==> src/rtl/serout_shifter.sv <==
// serout_shifter: POKEY-style serial output (SEROUT) transmitter.
//
// Holds one CPU-written word in a holding register. It moves that word into
// a shift register and sends it as a frame: a start bit (0), then DATA_BITS
// data bits LSB first, then an optional parity bit, then STOP_BITS stop bits
// (1). Every bit boundary falls on an external bit-tick enable.
//
// Optional build macro:
//   SEROUT_PARITY_EN - builds the parity state and the accumulator. The
//                      parity bit is XOR(data) ^ parityOdd.
//
// Parameters:
//   DATA_BITS   data bits per frame (5..16)
//   STOP_BITS   stop bits per frame (1..2)
//
// Ports:
//   clk          system clock, rising edge
//   nReset       asynchronous active-low reset
//   sdoBitTick   one-cycle bit-period enable
//   sdoWr        one-cycle holding-register write strobe
//   sdoData      word captured on sdoWr
//   forceBreak   holds the line low without disturbing sequencing
//   parityOdd    parity sense (1 = odd); used only with SEROUT_PARITY_EN
//   sdo          serial line, idle high
//   sdoEmptyIrq  one-cycle pulse after the holding register moves to the shifter
//   sdoFinish    sequencer idle and holding register empty
//   sdoOverrun   one-cycle pulse after a write lands on a full holding register
//   sdoBusy      sequencer not idle
module serout_shifter #(
    parameter int unsigned DATA_BITS = 8,
    parameter int unsigned STOP_BITS = 1
) (
    input  logic                 clk,
    input  logic                 nReset,
    input  logic                 sdoBitTick,
    input  logic                 sdoWr,
    input  logic [DATA_BITS-1:0] sdoData,
    input  logic                 forceBreak,
    input  logic                 parityOdd,
    output logic                 sdo,
    output logic                 sdoEmptyIrq,
    output logic                 sdoFinish,
    output logic                 sdoOverrun,
    output logic                 sdoBusy
);

    localparam int unsigned      CNT_W     = $clog2(DATA_BITS + 1);
    localparam logic [CNT_W-1:0] LAST_BIT  = CNT_W'(DATA_BITS);
    localparam logic [1:0]       LAST_STOP = 2'(STOP_BITS - 1);

    typedef enum logic [2:0] {
        IDLE,
        START,
        DATA,
`ifdef SEROUT_PARITY_EN
        PAR,
`endif
        STOP
    } state_t;

    state_t                 state_q, state_d;
    logic [DATA_BITS-1:0]   hold_q, hold_d;
    logic                   hold_full_q, hold_full_d;
    logic [DATA_BITS-1:0]   shift_q, shift_d;
    logic [CNT_W-1:0]       bit_cnt_q, bit_cnt_d;
    logic [1:0]             stop_cnt_q, stop_cnt_d;
    logic                   sdo_q, sdo_d;
    logic                   empty_irq_q, empty_irq_d;
    logic                   overrun_q, overrun_d;
    logic                   transfer;
`ifdef SEROUT_PARITY_EN
    logic                   par_q, par_d;
`else
    logic                   unused_parity;
    assign unused_parity = parityOdd;
`endif

    always_ff @(posedge clk or negedge nReset) begin
        if (!nReset) begin
            state_q     <= IDLE;
            hold_q      <= '0;
            hold_full_q <= 1'b0;
            shift_q     <= '0;
            bit_cnt_q   <= '0;
            stop_cnt_q  <= '0;
            sdo_q       <= 1'b1;
            empty_irq_q <= 1'b0;
            overrun_q   <= 1'b0;
`ifdef SEROUT_PARITY_EN
            par_q       <= 1'b0;
`endif
        end else begin
            state_q     <= state_d;
            hold_q      <= hold_d;
            hold_full_q <= hold_full_d;
            shift_q     <= shift_d;
            bit_cnt_q   <= bit_cnt_d;
            stop_cnt_q  <= stop_cnt_d;
            sdo_q       <= sdo_d;
            empty_irq_q <= empty_irq_d;
            overrun_q   <= overrun_d;
`ifdef SEROUT_PARITY_EN
            par_q       <= par_d;
`endif
        end
    end

    always_comb begin
        state_d     = state_q;
        hold_d      = hold_q;
        hold_full_d = hold_full_q;
        shift_d     = shift_q;
        bit_cnt_d   = bit_cnt_q;
        stop_cnt_d  = stop_cnt_q;
        sdo_d       = sdo_q;
        transfer    = 1'b0;
`ifdef SEROUT_PARITY_EN
        par_d       = par_q;
`endif

        if (sdoBitTick) begin
            unique case (state_q)
                IDLE: begin
                    if (hold_full_q) transfer = 1'b1;
                end
                START: begin
                    sdo_d     = shift_q[0];
                    shift_d   = shift_q >> 1;
                    bit_cnt_d = CNT_W'(1);
                    state_d   = DATA;
`ifdef SEROUT_PARITY_EN
                    par_d     = shift_q[0];
`endif
                end
                DATA: begin
                    if (bit_cnt_q < LAST_BIT) begin
                        sdo_d     = shift_q[0];
                        shift_d   = shift_q >> 1;
                        bit_cnt_d = bit_cnt_q + CNT_W'(1);
`ifdef SEROUT_PARITY_EN
                        par_d     = par_q ^ shift_q[0];
`endif
                    end else begin
`ifdef SEROUT_PARITY_EN
                        state_d    = PAR;
                        sdo_d      = par_q ^ parityOdd;
`else
                        state_d    = STOP;
                        sdo_d      = 1'b1;
                        stop_cnt_d = '0;
`endif
                    end
                end
`ifdef SEROUT_PARITY_EN
                PAR: begin
                    state_d    = STOP;
                    sdo_d      = 1'b1;
                    stop_cnt_d = '0;
                end
`endif
                STOP: begin
                    if (stop_cnt_q == LAST_STOP) begin
                        if (hold_full_q) begin
                            transfer = 1'b1;
                        end else begin
                            state_d = IDLE;
                            sdo_d   = 1'b1;
                        end
                    end else begin
                        stop_cnt_d = stop_cnt_q + 2'd1;
                    end
                end
                default: state_d = IDLE;
            endcase
        end

        if (transfer) begin
            shift_d = hold_q;
            state_d = START;
            sdo_d   = 1'b0;
        end

        // A write on a transfer edge refills the holding register, so the
        // write takes priority over the transfer's clear.
        if (sdoWr) begin
            hold_d      = sdoData;
            hold_full_d = 1'b1;
        end else if (transfer) begin
            hold_full_d = 1'b0;
        end

        empty_irq_d = transfer;
        overrun_d   = sdoWr & hold_full_q & ~transfer;
    end

    assign sdo         = sdo_q & ~forceBreak;
    assign sdoEmptyIrq = empty_irq_q;
    assign sdoOverrun  = overrun_q;
    assign sdoBusy     = (state_q != IDLE);
    assign sdoFinish   = (state_q == IDLE) & ~hold_full_q;

endmodule

==> config.mk <==
export PLATFORM = sky130hd
export DESIGN_NAME = serout_shifter
export DESIGN_NICKNAME = d
export VERILOG_FILES = /design/src/rtl/serout_shifter.sv
export SDC_FILE = /design/constraint.sdc
export NUM_CORES = 1
export LEC_CHECK = 0
export BUFFER_PORTS_ARGS = -buffer_cell sky130_fd_sc_hd__buf_4
export CELL_PAD_IN_SITES_DETAIL_PLACEMENT = 0
export CELL_PAD_IN_SITES_GLOBAL_PLACEMENT = 2
export CORE_MARGIN = 2
export CORE_UTILIZATION = 36
export DETAILED_ROUTE_END_ITERATION = 7
export GPL_TIMING_DRIVEN = 0
export HOLD_SLACK_MARGIN = 0.03
export PLACE_DENSITY = 0.81
export SYNTH_ARGS = -nofsm -noshare
export SYNTH_HDL_FRONTEND = slang
export SYNTH_SLANG_ARGS = --single-unit
==> constraint.sdc <==
create_clock -name clk -period 2.1 [get_ports clk]
set_input_delay 0.21 -clock clk [delete_from_list [all_inputs] [get_ports clk]]
set_output_delay 0.21 -clock clk [all_outputs]
set_load 0.02 [all_outputs]
# Yosys cells after proc, flatten, opt, wreduce, memory -nomap -nowiden
# Cells that the tools add are included.
[classes]
n_addsub = 2
n_lt_le_gt_ge = 1
eq_ne = 11
n_mux = 27
bitwise = 7
n_reduce_logical = 14
[ops]
columns = ["op", "count"]
rows = [
  ["$mux W8", 3],
  ["$pmux W8 S2", 1],
  ["$mux W3", 5],
  ["$ne A3 B3 Y1 const B", 4],
  ["$pmux W3 S4", 1],
  ["$mux W1", 10],
  ["$ne A2 B2 Y1 const B", 4],
  ["$pmux W4 S2", 1],
  ["$reduce_and A4 Y1", 2],
  ["$reduce_bool A2 Y1", 4],
  ["$eq A3 B2 Y1 const B", 2],
  ["$reduce_and A3 Y1", 2],
  ["$reduce_bool A3 Y1", 2],
  ["$reduce_and A5 Y1", 1],
  ["$add A4 B1 Y4 const B", 1],
  ["$and A1 B1 Y1", 4],
  ["$lt A4 B4 Y1 const B", 1],
  ["$mux W2", 2],
  ["$mux W4", 1],
  ["$pmux W2 S2", 1],
  ["$reduce_bool A4 Y1", 1],
  ["$eq A3 B1 Y1 const B", 1],
  ["$logic_not A3 Y1", 1],
  ["$not A1 Y1", 3],
  ["4 further kinds", 4],
]
[totals]
reg_bits = 29
inputBits = 14
output_inout_bits = 5
word_cells = 71

# Longest topological paths before layout
# Gate-level depths: netlist of the first run.
[logic_depth]
word_depth = 6
ltp_mapped = 9
mapped_depth_nobuf = 7

# Worst setup path before layout of the first run
# OpenSTA, ideal clock, no wires.
[synth_path]
kind = "register to register"
from = "register state_q[0]"
to = "register state_q[1]"
setup_time_ns = 0.127
arrival_time_ns = 1.715
required_ns = 1.973
path_slack_ns = 0.257
path_stages_with_launch = 7
synth_period_minus_slack_ns = 1.843
path_cell_list = "dfrtp_1 -> inv_1 -> ha_1 -> and3_1 -> a211oi_1 -> o21ai_2 -> mux2_1"
[synth_between]
word_cells_on_any_way = 15
cone_classes = "7 x eq/ne; 5 x mux; 3 x reduce/logical"
[synth_lines]
columns = ["item", "line", "text"]
rows = [
  ["start, declared", "61", "state_t state_q, state_d;"],
  ["start signal, assigned", "93", "state_q <= state_d;"],
  ["$eq A3 B2 Y1 (tied with other cells)", "122", "unique case (state_q)"],
  ["$pmux W3 S4 or $pmux W1 S2 (tied branches)", "122", ""],
  ["$mux W3 or $mux W1 (tied branches)", "121", "if (sdoBitTick) begin"],
  ["$mux W3 (*)", "177", "if (transfer) begin"],
  ["named net state_d[1]", "61", ""],
]
# Mark *: on every way through the listed nets, which the timed path passes. The rest lies on a longest branch. The select of a mux whose other input is x is not followed.
# A chain may end at the register's enable or synchronous reset.

# Final worst setup path of the first run
[layout_path]
from = "register state_q[0]"
to = "register state_q[1]"
[layout_between]
elab_chain_cells = 5
word_cells_on_any_way = 15
cone_classes = "7 x eq/ne; 5 x mux; 3 x reduce/logical"
[layout_rtl]
columns = ["item", "line"]
rows = [
  ["$eq A3 B2 Y1 or $logic_not A3 Y1 (tied branches)", "122"],
  ["$pmux W1 S2", "122"],
  ["$mux W1", "121"],
  ["$ne A3 B3 Y1 (no source line) (tied with other cells)", "--"],
  ["$reduce_and A5 Y1 (no source line)", "--"],
]
# Parallel ways exist; a longest one is shown, timed or not. The select of a mux whose other input is x is not followed.

==> results.yml, run 1 <==
power_and_ir_drop:
  intPower_mw: 1.31
  power.switching_uw: 759
  powerDensity_nw_per_um2: 1250
  p_comb_share_pct: 43.6
  ir_worst_vdd_v: 0.000551
  swShare_pct: 36.6
  pwr-share-seq_pct: 40.4
  clkPwrFrac_pct: 16.0
  leakagePower_nw: 0.777
sta:
  hold_violations: 0
  worst_slew_pin_slew_ns: 0.502
  skew_ns: 0.00564
  slew_headroom_pct: 66.5
  setup_tns_ns: 0
  fin_crit_sh_pct: 91.8
  period_needed_ns: 1.93
  finalSetupViolCount: 0
  max_freq_mhz: 519
  rsz0062_at_grt: "no"
  slew_viol_final: 0
floorplanning:
  start_util_pct: 37.7
  io_pins: 19
  core_area_sq_um: 3690
  die_area_sq_um: 4370
  dieHeight_um: 66.1
  row_count: 22
  dieWidth_um: 66.1
setup_path:
  path_cells: "inv_1, ha_1, a21oi_1, or3_1, buf_6, clkinv_8, o21ai_2, mux2_1"
  cpPeakStageDelay_ns: 0.42
  worstPathArrival_ns: 2.09
  crit_required_ns: 2.26
  cp-end-kind: "register"
  reg2reg_slack_ns: 0.17
  critical-path-top-delay-family: "flip-flops"
  critPathBufInv: 3
  worstPathMaxFanout: 10
  crit_type: "register to register"
  worst_path_max_delay_cell: "dfrtp_1"
  critPathLaunchType: "register"
yosys:
  synth_common_cells: "dfrtp_1 (27), nand2_1 (13), o21ai_1 (10), inv_1 (8), mux2_2 (8)"
  syn_area_per_cell_sq_um: 10.9
  ys_seq_elements: 28
  syn_inst: 127
  ys.flop_type: "dfrtp_1"
  synth.most_common_cell: "dfrtp_1"
  syn_nets: 147
  netlist.area_leader.share_pct: 48.6
  yosysUniqueCellTypes: 35
  netlist_top_cells_area: "dfrtp_1 (49%), mux2_2 (6.5%), ha_1 (5.4%)"
  async_reset_ff_share_pct: 100
  yosysWarnings: 0
  yosys.area.top_type: "dfrtp_1"
  ys_seq_area_share_pct: 50.5
  synth-edff-count: 0
  syn_area_sq_um: 1390
layout:
  fillers: 384
  finalNonFillerCells: 198
  area_growth_pct: 19.1
  fin_area_sq_um: 1650
  seq_area_sq_um: 702
  multi_input_area_sq_um: 608
  layout-drive-gt1-share_pct: 26.7
  nets: 171
  diodes: 0
global_route:
  grt_pass1_wl_mm: 4.37
  track_usage_pct: 13.3
  antenna_found_initial: 0
  grt_pass1_vias: 972
  grt_max_degree: 29
  grt_overflow: 0
route:
  drt_iter0_markers: 56
  drc_errors: 0
  vias_per_cell: 4.89
  antenna_left: 0
  firstDrtPassIters: 3
  dr_total_vias: 969
  wl_per_cell_um: 12.0
  routed_wl_mm: 2.38
min_path:
  worstHoldPathType: "primary input to register"
clock_tree:
  cts_root_buf: "clkbuf_8"
  cts_max_level: 1
  clockBufferDepth: 2
  clk_pin_slew_ns: 0.10
  clk_latency_ns: 0.27
  numCtsBuffers: 3
  cts_tree: "done"
  clock-sinks: 28
placement:
  place_inst: 190
  postPlaceCellArea_sq_um: 1560
  hpwlAfterDp_mm: 1.76
  io_buffer_count: 15
  gp_congestion: 0.696
flow_run:
  maxCapViolations: 0
run_status:
  outcome: "finished, final reports clean"
-- path summary, 6_finish.rpt --
kind | startpoint | to | cells after the start
max | state_q[0] | state_q[1] | 8
min | sdoData[7] | hold_q[7] | 2
max reg2reg | state_q[0] | state_q[1] | 8
min reg2reg | hold_q[7] | shift_q[7] | 2
max in group asynchronous | nReset | sdo_q | 2
min in group asynchronous | nReset | bit_cnt_q[3] | 2
-- cell usage in the layout, fill, tap and decap left out, types with 2 or more instances in the layout --
master and n:
buf_4 19, dfrtp_1 27, a21oi_1 5, clkbuf_8 4, mux2i_1 7, buf_2 3, inv_1 8, a32o_1 2
o2bb2ai_1 2, ha_1 6, nor2b_1 4, and3_1 2, mux2_2 8, o21ai_1 10, o31ai_1 2, nand2_1 13
nor2_1 6, o21ai_0 3
-- flip-flops by register name (all words and copies together) (netlist names) --
register / cells
hold_q: 8
shift_q: 8
bit_cnt_q: 4
state_q: 2
stop_cnt_q: 2
hold_full_q: 1
sdoEmptyIrq: 1
sdoOverrun: 1
sdo_q: 1
-- power by group through the flow --
stage / sequential [mW] / clock [mW] / combinational, mW
finish: 0.836 / 0.333 / 0.903
global route: 0.865 / 0.377 / 1.03
CTS: 0.840 / 0.340 / 0.883
detailed placement: 0.852 / 0 / 0.881
global placement: 0.841 / 0 / 0.862
floorplan: 0.836 / 0 / 0.665
-- what timing repair did --
action	in CTS	in global routing
hold endpoints to repair	27	0
resized for setup	0	1
buffers inserted	0	3
endpoints found under the setup margin	0	9
hold buffers	1	0
-- layer usage --
layer  share of wire (%)  wire [um]  global-route usage, %  vias to the layer above
li1                    -          -                      -                      493
met1                  45       1060                   16.7                      459
met2                  51       1210                   23.0                       12
met3                 3.0         72                   2.21                        5
met4                 1.4         34                   4.59                        0
met5                   0          0                      0                        -
-- through the flow --
| step | hold slack (ns) | utilization [%] | total power [mW] | setup slack [ns] |
|---|---|---|---|---|
| detailed placement | 0.149 | 42.3 | 1.73 | 0.0431 |
| global route | 0.155 | 44.8 | 2.27 | 0.0557 |
| finish | 0.161 | 44.8 | 2.07 | 0.171 |
| global placement | 0.148 | 42.3 | 1.70 | 0.0704 |
| CTS | 0.159 | 44.1 | 2.06 | 0.0240 |
| floorplan | -0.0856 | - | 1.50 | 0.257 |
-- area by class of cell --
| cell class | instances | area share [%] |
|---|---|---|
| Sequential cell | 28 | 42.4 |
| Multi-Input combinational cell | 84 | 36.8 |
| Timing Repair Buffer | 19 | 8.77 |
| Tap cell | 48 | 3.63 |
| Clock buffer | 4 | 3.33 |
| Inverter | 9 | 2.80 |
| Buffer | 6 | 2.27 |
-- cells by family after synthesis --
kind of cell	after synthesis	share of synthesized area, %
compound gates	32	15.6
flops	28	50.5
mux	16	12.3
simple gates	30	10.1
buf+inv	15	6.04
fa+ha+maj	6	5.41
No activity file was read; power rests on OpenSTA's default activity.
==> inputs of run 2 (changes only) <==
MAX_ROUTING_LAYER = met4   (was default)
==> results.yml, run 2 (synthesis gave the netlist of run 1 again) <==
run_status:
  outcome: "finished, final reports clean"
floorplanning:
  core_area_sq_um: 3690
  io_pins: 19
  dieHeight_um: 66.1
  die_area_sq_um: 4370
  row_count: 22
  dieWidth_um: 66.1
  start_util_pct: 37.7
route:
  firstDrtPassIters: 3
  vias_per_cell: 4.91
  dr_total_vias: 972
  wl_per_cell_um: 12.0
  drt_iter0_markers: 56
  drc_errors: 0
  routed_wl_mm: 2.38
  antenna_left: 0
clock_tree:
  numCtsBuffers: 3
  clockBufferDepth: 2
  cts_tree: "done"
  cts_root_buf: "clkbuf_8"
  cts_max_level: 1
  clk_pin_slew_ns: 0.10
  clk_latency_ns: 0.27
  clock-sinks: 28
layout:
  fillers: 384
  final_common_cell: "dfrtp_1"
  layout-drive-gt1-share_pct: 26.7
  largestRegisters: "hold_q (8), shift_q (8), bit_cnt_q (4)"
  diodes: 0
  seq_area_sq_um: 702
  nets: 171
  area_growth_pct: 19.1
  multi_input_area_sq_um: 608
  layout_common_cells: "dfrtp_1 (27), buf_4 (19), nand2_1 (13)"
sta:
  period_needed_ns: 1.93
  slew_headroom_pct: 66.6
  fin_crit_sh_pct: 91.8
  skew_ns: 0.00576
  finalSetupViolCount: 0
  slew_viol_final: 0
  worst_slew_pin_slew_ns: 0.501
  rsz0062_at_grt: "no"
  hold_violations: 0
  max_freq_mhz: 519
  setup_tns_ns: 0
setup_path:
  worstPathMaxFanout: 10
  crit_required_ns: 2.26
  rr_startpoint: "state_q[0]"
  critPathLaunchType: "register"
  crit_type: "register to register"
  path_cells: "inv_1, ha_1, a21oi_1, or3_1, buf_6, clkinv_8, o21ai_2, mux2_1"
  cp-end-kind: "register"
  worst_path_max_delay_cell: "dfrtp_1"
  r2r-end: "state_q[1]"
  reg2reg_slack_ns: 0.17
  cpPeakStageDelay_ns: 0.42
  worstPathArrival_ns: 2.09
  worst-r2r-cell-count: 8
placement:
  hpwlAfterDp_mm: 1.76
  gp_congestion: 0.704
  io_buffer_count: 15
power_and_ir_drop:
  leakagePower_nw: 0.777
  ir_worst_vdd_v: 0.000551
  swShare_pct: 36.6
  power.switching_uw: 758
  powerDensity_nw_per_um2: 1250
  clkPwrFrac_pct: 16.0
  p_comb_share_pct: 43.6
  pwr-share-seq_pct: 40.4
  intPower_mw: 1.31
  power.total_mw: 2.07
global_route:
  grt_pass1_vias: 975
  grtUsageMet3_pct: 2.04
  top_usage_layer: "met2"
  antenna_found_initial: 0
  track_usage_pct: 13.6
  grt_max_degree: 29
  grt_overflow: 0
  gr-usage-met2_pct: 23.0
  met1_usage_pct: 16.8
  grt_pass1_wl_mm: 4.37
flow_run:
  maxCapViolations: 0
min_path:
  min_to: "hold_q[7]"
  min_from: "sdoData[7]"
  hold_depth: 2
  worstHoldPathType: "primary input to register"
-- run 2: cell counts in the layout (fill, tap and decap cells not counted) --
Identical to the previous run, type by type.
-- run 2: layout make-up --
type,instances,share of cell area (%)
sequential,28,42.4
buffer,6,2.27
timing repair buffer,19,8.77
clock buffer,4,3.33
tap,48,3.63
multi-input combinational,84,36.8
inverter,9,2.80
-- run 2: power groups by stage --
stage               registers (mW)  logic (mW)  clock network, mW
floorplan                    0.836       0.665                  0
global placement             0.841       0.862                  0
detailed placement           0.852       0.881                  0
CTS                          0.840       0.883              0.340
global route                 0.865        1.03              0.377
finish                       0.836       0.903              0.332
-- run 2: routing by layer --
metal	share of wire [%]	wire length, um	up-vias
li1	-	-	493
met1	45	1070	462
met2	51	1210	12
met3	2.7	65	5
met4	1.4	34	0
met5	0	0	-
-- run 2: critical path, delay by kind of cell, from the launching register on --
family / cells / cell delay, ns
flip-flops: 1 / 0.42
buffers and inverters: 3 / 0.33
AO/OA/AOI/OAI: 2 / 0.12
multiplexers: 1 / 0.32
adder cells (fa/ha/maj): 1 / 0.26
AND/OR/NAND/NOR: 1 / 0.37
-- run 2: stage by stage --
stage | std cells | worst slack [ns] | util [%] | hold slack [ns] | area, sq um
2_1_floorplan | 127 | 0.257 | - | -0.0856 | 1390
3_3_place_gp | 190 | 0.0704 | 42.3 | 0.148 | 1560
3_5_place_dp | 190 | 0.0431 | 42.3 | 0.149 | 1560
4_1_cts | 195 | 0.0240 | 44.1 | 0.159 | 1630
5_1_grt | 198 | 0.0557 | 44.8 | 0.155 | 1650
6_report | 198 | 0.171 | 44.8 | 0.161 | 1650
-- run 2: repair_timing --
item,in CTS,in global routing
resized for setup,0,1
hold endpoints to repair,27,0
setup endpoints to repair,0,9
buffers inserted,0,3
hold buffers,1,0
-- run 2: how the worst max path moves through the flow --
stage / endpoint / start / slack [ns]
2_1_floorplan: state_q[1] / state_q[0] / 0.26
3_3_place_gp: state_q[1] / state_q[0] / 0.07
3_5_place_dp: state_q[1] / state_q[0] / 0.04
4_1_cts: state_q[1] / state_q[0] / 0.02
5_1_grt: state_q[1] / state_q[0] / 0.06
6_report: state_q[1] / state_q[0] / 0.17
==> inputs of run 3 (changes only) <==
CTS_CLUSTER_DIAMETER = 120   (was default)
clock period = 2.2 ns   (was 2.1 ns; I/O delays follow)
==> results.yml, run 3 (synthesis gave the netlist of run 1 again) <==
run_status:
  outcome: "finished, final reports clean"
setup_path:
  worst_path_max_delay_cell: "a211oi_1"
  critPathBufInv: 1
  critPathLaunchType: "register"
  cpPeakStageDelay_ns: 0.53
  path_cells: "inv_1, ha_1, and3_1, a211oi_1, o21ai_2, mux2_1"
  crit_required_ns: 2.36
  worstPathArrival_ns: 2.22
  cp-end-kind: "register"
  worstPathMaxFanout: 5
  cp.depth: 6
  crit_type: "register to register"
  critical-path-top-delay-family: "compound AO/OA/AOI/OAI gates"
  worst-r2r-cell-count: 6
floorplanning:
  io_pins: 19
  core_area_sq_um: 3690
  die_area_sq_um: 4370
  row_count: 22
  start_util_pct: 37.7
  dieWidth_um: 66.1
  dieHeight_um: 66.1
route:
  dr_total_vias: 954
  drt-met1-wl_mm: 1.05
  wl_met3_um: 65
  drc_errors: 0
  wl_per_cell_um: 12.0
  drt_iter0_markers: 57
  wl_met2_mm: 1.19
  vias_per_cell: 4.89
  antenna_left: 0
  routed_wl_mm: 2.34
  firstDrtPassIters: 4
  dr.max_layer_used: "met4"
global_route:
  grt_max_degree: 29
  grt_overflow: 0
  grt_pass1_vias: 975
  track_usage_pct: 13.6
  antenna_found_initial: 0
  grt_pass1_wl_mm: 4.37
layout:
  layout_common_cells: "dfrtp_1 (27), buf_4 (16), nand2_1 (13)"
  nets: 168
  largestRegisters: "hold_q (8), shift_q (8), bit_cnt_q (4)"
  diodes: 0
  finalNonFillerCells: 195
  final_common_cell: "dfrtp_1"
  fin_area_sq_um: 1630
  fillers: 385
  layout-drive-gt1-share_pct: 24.5
  final_util_pct: 44.1
  area_growth_pct: 17.1
clock_tree:
  cts_tree: "done"
  clockBufferDepth: 2
  cts_max_level: 1
  numCtsBuffers: 3
  post_cts_buffers: 0
  clock-sinks: 28
  cts_root_buf: "clkbuf_8"
  clk_pin_slew_ns: 0.09
  clk_latency_ns: 0.27
placement:
  dp_slack_ns: 0.143
  place_inst: 190
  postPlaceCellArea_sq_um: 1560
  gp_congestion: 0.704
  io_buffer_count: 15
  hpwlAfterDp_mm: 1.76
sta:
  fin_crit_sh_pct: 93.4
  skew_ns: 0.00409
  worst_slew_pin_slew_ns: 0.612
  finalSetupViolCount: 0
  period_needed_ns: 2.05
  max_freq_mhz: 487
  setup_tns_ns: 0
  hold_ws_ns: 0.171
  slew_viol_final: 0
  hold_violations: 0
  slew_headroom_pct: 59.0
  rsz0062_at_grt: "no"
  setup_slack_ns: 0.145
power_and_ir_drop:
  ir_worst_vdd_v: 0.000522
  leakagePower_nw: 0.763
  powerDensity_nw_per_um2: 1190
  power.total_mw: 1.94
flow_run:
  maxCapViolations: 0
min_path:
  hold_depth: 2
  worstHoldPathType: "primary input to register"
==> run 3: area by class of cell <==
cell class                      count  area [sq um]  share of cell area (%)
Inverter                            9          46.3                    2.85
Tap cell                           48          60.1                    3.69
Timing Repair Buffer               16           123                    7.54
Sequential cell                    28           702                    43.2
Clock buffer                        4          55.1                    3.38
Multi-Input combinational cell     84           603                    37.1
Buffer                              6          37.5                    2.31
==> run 3: metal layers <==
metal | track usage (%) | vias to the layer above
li1 | - | 486
met1 | 16.8 | 451
met2 | 23.0 | 12
met3 | 2.04 | 5
met4 | 4.59 | 0
met5 | - | -
==> run 3: final timing paths <==
kind	startpoint	endpoint	slack, ns
hold reg to reg	hold_q[7]	shift_q[7]	0.48
hold / removal	sdoData[7]	hold_q[7]	0.17
max in group asynchronous	nReset	sdo_q	1.50
setup / recovery	state_q[0]	state_q[1]	0.15
setup reg to reg	state_q[0]	state_q[1]	0.15
min in group asynchronous	nReset	bit_cnt_q[3]	0.39
==> run 3: what timing repair did <==
item                                   in CTS  in global routing
hold buffers                                1                  0
gates resized for setup                     0                  0
endpoints found under the hold margin      27                  0
==> run 3: report_power, final <==
part           switching (mW)  internal, mW  total [mW]
clock network           0.157         0.160       0.318
registers               0.110         0.688       0.797
logic                   0.445         0.381       0.826
==> run 3: worst reg2reg max path: cells and delay by family, from the launching register on <==
family | cells | cell delay, ns
AO/OA/AOI/OAI | 2 | 0.64
adder cells (fa/ha/maj) | 1 | 0.32
buffers and inverters | 1 | 0.09
flip-flops | 1 | 0.40
multiplexers | 1 | 0.33
AND/OR/NAND/NOR | 1 | 0.17
